## src/rtl/approx_adder_sweep_ctrl.sv

```systemverilog
// Exhaustive sweep sequencer for one approximate adder: drives every operand pair, accumulates error statistics
// and grades the result against ET. Optional macro SWEEP_EARLY_ABORT_EN ends the sweep at the first vector with err > ET.
//
// state   | meaning
// --------+-------------------------------------------------------------
// ST_IDLE | waiting for start; results hold the previous sweep
// ST_RUN  | a vector is driven; sampled after SETTLE extra cycles
// ST_DONE | one-cycle done pulse, pass is graded on entry
module approx_adder_sweep_ctrl #(
    parameter int IN_W   = 2,
    parameter int ET     = 2,
    parameter int SETTLE = 0
) (
    input  logic                clk,
    input  logic                rst_n,
    input  logic                start,
    output logic                busy,
    output logic                done,
    output logic [IN_W-1:0]     op_a,
    output logic [IN_W-1:0]     op_b,
    input  logic [IN_W:0]       dut_sum,
    output logic                pass,
    output logic [2*IN_W:0]     err_count,
    output logic [IN_W:0]       max_err,
    output logic [3*IN_W:0]     sum_abs_err,
    output logic [2*IN_W-1:0]   fail_vec,
    output logic                fail_seen
);

    localparam int OUT_W = IN_W + 1;
    localparam int VEC_W = 2 * IN_W;
    localparam int CNT_W = 2 * IN_W + 1;
    localparam int SUM_W = 3 * IN_W + 1;
    localparam logic [OUT_W-1:0] ET_V     = OUT_W'(ET);
    localparam logic [3:0]       SETTLE_V = 4'(SETTLE);

    typedef enum logic [1:0] {
        ST_IDLE,
        ST_RUN,
        ST_DONE
    } state_t;

    state_t             state_q, state_d;
    logic [VEC_W-1:0]   vec_q, vec_d;
    logic [3:0]         wait_q, wait_d;
    logic [CNT_W-1:0]   err_count_q, err_count_d;
    logic [OUT_W-1:0]   max_err_q, max_err_d;
    logic [SUM_W-1:0]   sum_abs_err_q, sum_abs_err_d;
    logic [VEC_W-1:0]   fail_vec_q, fail_vec_d;
    logic               fail_seen_q, fail_seen_d;
    logic               pass_q, pass_d;
    logic               last_vec;

    logic [OUT_W-1:0]   exact;
    logic [OUT_W:0]     diff_u;
    logic [OUT_W:0]     abs_diff;
    logic [OUT_W-1:0]   err;

    assign op_a = vec_q[IN_W-1:0];
    assign op_b = vec_q[VEC_W-1:IN_W];

    // One extra bit keeps the borrow so the sign of dut_sum - exact is visible.
    assign exact    = OUT_W'(op_a) + OUT_W'(op_b);
    assign diff_u   = {1'b0, dut_sum} - {1'b0, exact};
    assign abs_diff = diff_u[OUT_W] ? ('0 - diff_u) : diff_u;
    assign err      = abs_diff[OUT_W-1:0];

    always_comb begin
        state_d       = state_q;
        vec_d         = vec_q;
        wait_d        = wait_q;
        err_count_d   = err_count_q;
        max_err_d     = max_err_q;
        sum_abs_err_d = sum_abs_err_q;
        fail_vec_d    = fail_vec_q;
        fail_seen_d   = fail_seen_q;
        pass_d        = pass_q;
        last_vec      = 1'b0;

        case (state_q)
            ST_IDLE: begin
                if (start) begin
                    state_d       = ST_RUN;
                    vec_d         = '0;
                    wait_d        = '0;
                    err_count_d   = '0;
                    max_err_d     = '0;
                    sum_abs_err_d = '0;
                    fail_vec_d    = '0;
                    fail_seen_d   = 1'b0;
                    pass_d        = 1'b1;
                end
            end
            ST_RUN: begin
                if (wait_q != SETTLE_V) begin
                    wait_d = wait_q + 4'd1;
                end else begin
                    wait_d = '0;
                    if (err != '0)
                        err_count_d = err_count_q + CNT_W'(1);
                    if (err > max_err_q)
                        max_err_d = err;
                    sum_abs_err_d = sum_abs_err_q + SUM_W'(err);
                    if (err > ET_V && !fail_seen_q) begin
                        fail_seen_d = 1'b1;
                        fail_vec_d  = vec_q;
                    end
                    last_vec = &vec_q;
`ifdef SWEEP_EARLY_ABORT_EN
                    if (err > ET_V)
                        last_vec = 1'b1;
`else
                    last_vec = last_vec | 1'b0;
`endif
                    if (last_vec) begin
                        state_d = ST_DONE;
                        pass_d  = (max_err_d <= ET_V);
                    end else begin
                        vec_d = vec_q + VEC_W'(1);
                    end
                end
            end
            ST_DONE: begin
                state_d = ST_IDLE;
            end
            default: begin
                state_d = ST_IDLE;
            end
        endcase
    end

    always_ff @(posedge clk) begin
        if (!rst_n) begin
            state_q       <= ST_IDLE;
            vec_q         <= '0;
            wait_q        <= '0;
            err_count_q   <= '0;
            max_err_q     <= '0;
            sum_abs_err_q <= '0;
            fail_vec_q    <= '0;
            fail_seen_q   <= 1'b0;
            pass_q        <= 1'b1;
        end else begin
            state_q       <= state_d;
            vec_q         <= vec_d;
            wait_q        <= wait_d;
            err_count_q   <= err_count_d;
            max_err_q     <= max_err_d;
            sum_abs_err_q <= sum_abs_err_d;
            fail_vec_q    <= fail_vec_d;
            fail_seen_q   <= fail_seen_d;
            pass_q        <= pass_d;
        end
    end

    assign busy        = (state_q == ST_RUN);
    assign done        = (state_q == ST_DONE);
    assign pass        = pass_q;
    assign err_count   = err_count_q;
    assign max_err     = max_err_q;
    assign sum_abs_err = sum_abs_err_q;
    assign fail_vec    = fail_vec_q;
    assign fail_seen   = fail_seen_q;

endmodule

```

## config.mk

```make
export PLATFORM = sky130hd
export DESIGN_NAME = approx_adder_sweep_ctrl
export DESIGN_NICKNAME = d
export VERILOG_FILES = /design/src/rtl/approx_adder_sweep_ctrl.sv
export SDC_FILE = /design/constraint.sdc
export NUM_CORES = 1
export LEC_CHECK = 0
export ABC_CLOCK_PERIOD_IN_PS = 3700
export BUFFER_PORTS_ARGS = -buffer_cell sky130_fd_sc_hd__clkbuf_2
export CAP_MARGIN = 25
export CORE_ASPECT_RATIO = 0.8
export CORE_MARGIN = 2
export CORE_UTILIZATION = 50
export CTS_CLUSTER_DIAMETER = 150
export DETAILED_ROUTE_END_ITERATION = 8
export PLACE_DENSITY_LB_ADDON = 0.05
export SKIP_CTS_REPAIR_TIMING = 1
export SLEW_MARGIN = 10
export SYNTH_ARGS = -nofsm -noshare
export SYNTH_HDL_FRONTEND = slang
export SYNTH_SLANG_ARGS = --single-unit
```

## constraint.sdc

```tcl
create_clock -name clk -period 3.7 [get_ports clk]
set_clock_uncertainty 0.15 [all_clocks]
set_input_delay 0.37 -clock clk [delete_from_list [all_inputs] [get_ports clk]]
set_output_delay 0.37 -clock clk [all_outputs]
set_load 0.03 [all_outputs]
```

==> results_tabular.tex <==
\begin{tabular}{lr}
\hline
Metric & Value \\
\hline
\multicolumn{2}{l}{\textbf{Critical path}} \\
\quad Cell count of the worst reg-to-reg path & 13 \\
\quad Element type at the critical path end & flip-flop \\
\quad R2R Path Start & vec\_q[0]\$\_SDFFE\_PN0P\_ \\
\quad Worst endpoint data arrival time & between 3 and 4 ns \\
\quad Data required time at the worst endpoint & approximately 3.8 ns \\
\quad Critical register-to-register path endpoint & pass\$\_SDFFE\_PN1P\_ \\
\quad Path type of the worst setup path & reg -> reg \\
\quad Reg-to-reg setup timing slack & between 0.15 and 0.2 ns \\
\quad Crit start category & flip-flop \\
\quad CP Max Fanout & 5 \\
\multicolumn{2}{l}{\textbf{Clocking}} \\
\quad Buffer type at the clock tree root & sky130\_fd\_sc\_hd\_\_clkbuf\_8 \\
\quad Maximum level of the CTS H-tree & 2 \\
\quad Number of clock buffers inserted by TritonCTS & 5 \\
\quad Total number of clock tree sinks & 31 \\
\quad TritonCTS clock tree & built \\
\quad Clk pin slew, worst setup/hold paths & approximately 0.06 ns \\
\quad Number of buffers between clock root and the deepest sink & 2 \\
\quad Source-to-sink clock delay at the later pin of the worst-skew pair & around 0.28 ns \\
\multicolumn{2}{l}{\textbf{Placement}} \\
\quad HPWL reported at the end of detailed placement & 3009 um \\
\quad Final estimated routing congestion in global placement & 0.8585 \\
\quad Buffers on Ports & 32 \\
\quad Placed insts & between 200 and 300 \\
\multicolumn{2}{l}{\textbf{Drt}} \\
\quad Total wire length & between 4000 and 5000 um \\
\quad Mean routed wirelength per cell & about 14 um \\
\quad Vias/cell & $\sim$5.5 \\
\quad Number of iterations in the first detailed-routing pass & 4 \\
\quad Vias after detailed routing & around 1.6k \\
\quad \# DRC & 0 \\
\quad Initial DRC count & 70 \\
\quad Post-route antenna net violation count & 0 \\
\multicolumn{2}{l}{\textbf{Min path}} \\
\quad Min-Delay Path Depth & 2 \\
\quad Source of the worst hold timing path & fail\_vec[3]\$\_SDFFE\_PN0P\_ \\
\quad Worst hold path class & reg -> reg \\
\quad Hold-critical path endpoint & fail\_vec[3]\$\_SDFFE\_PN0P\_ \\
\multicolumn{2}{l}{\textbf{Synth}} \\
\quad Post-Synthesis Mean Instance Area & between 8 and 9 um2 \\
\quad Synthesized netlist net count & $\sim$230 \\
\quad Fraction of synthesis flops using an asynchronous set or reset pin & 0 \\
\quad Biggest area consumer among synthesized cells & sky130\_fd\_sc\_hd\_\_dfxtp\_1 \\
\quad Number of synthesized register bits & 31 \\
\quad Number of different library cells in the post-synthesis netlist & 44 \\
\quad Dominant register cell in the synthesized netlist & sky130\_fd\_sc\_hd\_\_dfxtp\_1 \\
\quad Netlist area before placement & 1803 um2 \\
\quad Number of synthesized flops with an enable pin & 0 \\
\quad Count of mapped cells out of synthesis & $\sim$200 \\
\quad Top cells by area, synth & sky130\_fd\_sc\_hd\_\_dfxtp\_1 34\%, sky130\_fd\_sc\_hd\_\_ha\_1 12\%, sky130\_fd\_sc\_hd\_\_nand2\_1 4.4\% \\
\quad Area fraction of the dominant cell type after synthesis & 0.3442 \\
\quad Portion of the post-synthesis area used by sequential elements & 0.3442 \\
\quad Synthesis warning total & 0 \\
\multicolumn{2}{l}{\textbf{Final layout}} \\
\quad Fraction of final layout cells with drive strength greater than 1 & 0.2603 \\
\quad Count of placed standard cells in the final layout, fillers left out & about 280 \\
\quad Sequential cell area & between 600 and 700 um2 \\
\quad Area of the multi-input gates & 1185 um2 \\
\quad Layout fillers & between 300 and 400 \\
\quad Top library cells by usage in the layout, fill and taps aside & 32 x sky130\_fd\_sc\_hd\_\_clkbuf\_2, 29 x sky130\_fd\_sc\_hd\_\_dfxtp\_1, 21 x sky130\_fd\_sc\_hd\_\_nand2\_1 \\
\quad Area growth, synth to finish & 22.00\% \\
\quad Inserted Diodes & 0 \\
\quad Nets & roughly 270 \\
\quad Most common library cell in the layout ignoring fill and taps & sky130\_fd\_sc\_hd\_\_clkbuf\_2 \\
\multicolumn{2}{l}{\textbf{Timing}} \\
\quad Transition time at the pin with the least slew margin & between 0.7 and 0.8 ns \\
\quad Achievable Freq & between 200 and 300 MHz \\
\quad Worst max-slew margin expressed relative to the limit & 0.5192 \\
\quad Final worst path period need & about 3.5 ns \\
\quad Slew Viols, Final & 0 \\
\quad Count of final setup violators & 0 \\
\quad Crit share post-route & 0.9503 \\
\quad Setup repair after global routing missed its margin & no \\
\quad Worst Hold Margin & around 0.31 ns \\
\quad Final-layout setup total negative slack & 0 ns \\
\quad Final hold vios & 0 \\
\multicolumn{2}{l}{\textbf{Global route}} \\
\quad GRT Residual Overflow & 0 \\
\quad GRT Resource Usage Total & 0.2143 \\
\quad Number of antenna violations at the first check in global routing & 0 \\
\quad Number of global-route vias before repair & roughly 1.5k \\
\quad Largest net degree at the start of global routing & 18 \\
\quad Wire length of the first global-routing pass & 6920 um \\
\multicolumn{2}{l}{\textbf{Floorplan}} \\
\quad Chip Width & 71.14 um \\
\quad Boundary pin count & 33 \\
\quad Die extent in y & roughly 58 um \\
\quad Core ar. & approximately 3400 um2 \\
\quad Effective utilization at floorplan & 0.5230 \\
\quad Total die area & approximately 4100 um2 \\
\quad Row Count & 19 \\
\multicolumn{2}{l}{\textbf{Status}} \\
\quad Outcome & finished, final reports clean \\
\multicolumn{2}{l}{\textbf{Power and ir drop}} \\
\quad Peak supply drop & around 250 uV \\
\quad Total power density per cell area & about 380 nW/um2 \\
\quad Leak Pwr & 0.9620 nW \\
\multicolumn{2}{l}{\textbf{Job}} \\
\quad Number of max-cap violations & 0 \\
\hline
\end{tabular}
## cells in the mapped netlist (2+ instances only)
master,n
sky130_fd_sc_hd__a31oi_1,3
sky130_fd_sc_hd__o211a_1,2
sky130_fd_sc_hd__nand2b_1,2
sky130_fd_sc_hd__inv_1,12
sky130_fd_sc_hd__a32o_1,4
sky130_fd_sc_hd__xnor2_1,7
sky130_fd_sc_hd__ha_1,17
sky130_fd_sc_hd__nor3b_1,3
sky130_fd_sc_hd__nand2_1,21
sky130_fd_sc_hd__fa_1,3
sky130_fd_sc_hd__nor2_1,15
sky130_fd_sc_hd__nand3_1,5
sky130_fd_sc_hd__a21oi_1,10
sky130_fd_sc_hd__clkbuf_1,3
sky130_fd_sc_hd__nor3_1,6
sky130_fd_sc_hd__mux2i_1,5
sky130_fd_sc_hd__xor2_1,5
sky130_fd_sc_hd__nor2b_1,8
sky130_fd_sc_hd__and2_1,3
sky130_fd_sc_hd__dfxtp_1,31
sky130_fd_sc_hd__o31ai_1,2
sky130_fd_sc_hd__a21boi_0,2
sky130_fd_sc_hd__a22oi_1,2
sky130_fd_sc_hd__and3_1,6
sky130_fd_sc_hd__a21o_1,2
sky130_fd_sc_hd__o21ai_0,4
## routing by layer
| metal | track usage | vias up | wire (um) |
|---|---|---|---|
| met4 | 0.08086 | 0 | 54 |
| li1 | - | 782 | - |
| met1 | 0.2955 | 740 | 1980 |
| met5 | 0 | - | 0 |
| met3 | 0.05565 | 8 | 188 |
| met2 | 0.3258 | 40 | 1804 |
## through the flow
| step | instance area (um2) | power, mW | util | setup slack, ns |
|---|---|---|---|---|
| finish | 2200 | 0.8415 | 0.6381 | 0.1838 |
| global route | 2200 | 0.8925 | 0.6381 | 0.01048 |
| CTS | 2136 | 0.8201 | 0.6196 | -0.09841 |
| detailed placement | 2056 | 0.5643 | 0.5964 | -0.09161 |
| global placement | 2056 | 0.5579 | 0.5964 | 0.07309 |
| floorplan | 1826 | 0.5101 | - | 0.03191 |
## cell type report
type,instances,share of cell area
clock buffers,8,0.03640
inverters,13,0.02218
multi-input cells,152,0.5387
flip-flops and latches,31,0.2856
well taps,42,0.02389
repair buffers,38,0.09329
## power by group
part           internal, mW  total (mW)  switching, mW
sequential            0.344       0.355         0.0113
combinational        0.0959       0.229          0.133
clock                 0.134       0.257          0.124
total                 0.573       0.841          0.268
## state kept, by name, summed over array words and instances, names as in the netlist
| name | cells |
|---|---|
| pass | 1 |
| max_err | 3 |
| fail_vec | 4 |
| state_q | 2 |
| vec_q | 4 |
| err_count | 5 |
| wait_q | 4 |
| fail_seen | 1 |
| sum_abs_err | 7 |
## cell families (layout without fill, tap and decap cells)
kind of cell	count (synthesis)	count (layout)	share of synthesized area
buffers and inverters	18	59	0.04232
flip-flops	31	31	0.3442
AO/OA/AOI/OAI	39	39	0.1624
XOR/XNOR	12	12	0.05829
multiplexers	6	6	0.03400
adder cells (fa/ha/maj)	20	20	0.1513
AND/OR/NAND/NOR	75	75	0.2075
## worst max-delay path: stages (launching register included)
cell	delay (ns)
sky130_fd_sc_hd__dfxtp_4	0.34
sky130_fd_sc_hd__inv_1	0.06
sky130_fd_sc_hd__fa_2	0.40
sky130_fd_sc_hd__fa_1	0.52
sky130_fd_sc_hd__inv_1	0.11
sky130_fd_sc_hd__ha_1	0.23
sky130_fd_sc_hd__a2111o_1	0.33
sky130_fd_sc_hd__xor2_2	0.18
sky130_fd_sc_hd__ha_4	0.29
sky130_fd_sc_hd__nand2_1	0.06
sky130_fd_sc_hd__o21ai_2	0.14
sky130_fd_sc_hd__and2_4	0.19
sky130_fd_sc_hd__o221ai_1	0.14
sky130_fd_sc_hd__o31ai_1	0.27
## worst max path at each step
| stage | end | cells past startpoint | start | slack, ns |
|---|---|---|---|---|
| after CTS | pass$_SDFFE_PN1P_ | 13 | vec_q[2]$_SDFFE_PN0P_ | -0.1 |
| after floorplan | pass$_SDFFE_PN1P_ | 14 | vec_q[0]$_SDFFE_PN0P_ | 0.03 |
| final | pass$_SDFFE_PN1P_ | 13 | vec_q[0]$_SDFFE_PN0P_ | 0.18 |
| after global placement | max_err[1]$_SDFFE_PN0P_ | 14 | dut_sum[0] | 0.07 |
| after detailed placement | pass$_SDFFE_PN1P_ | 13 | dut_sum[0] | -0.09 |
| after global routing | sum_abs_err[6]$_SDFFE_PN0P_ | 14 | vec_q[0]$_SDFFE_PN0P_ | 0.01 |
(Power assumes the default switching activity.)
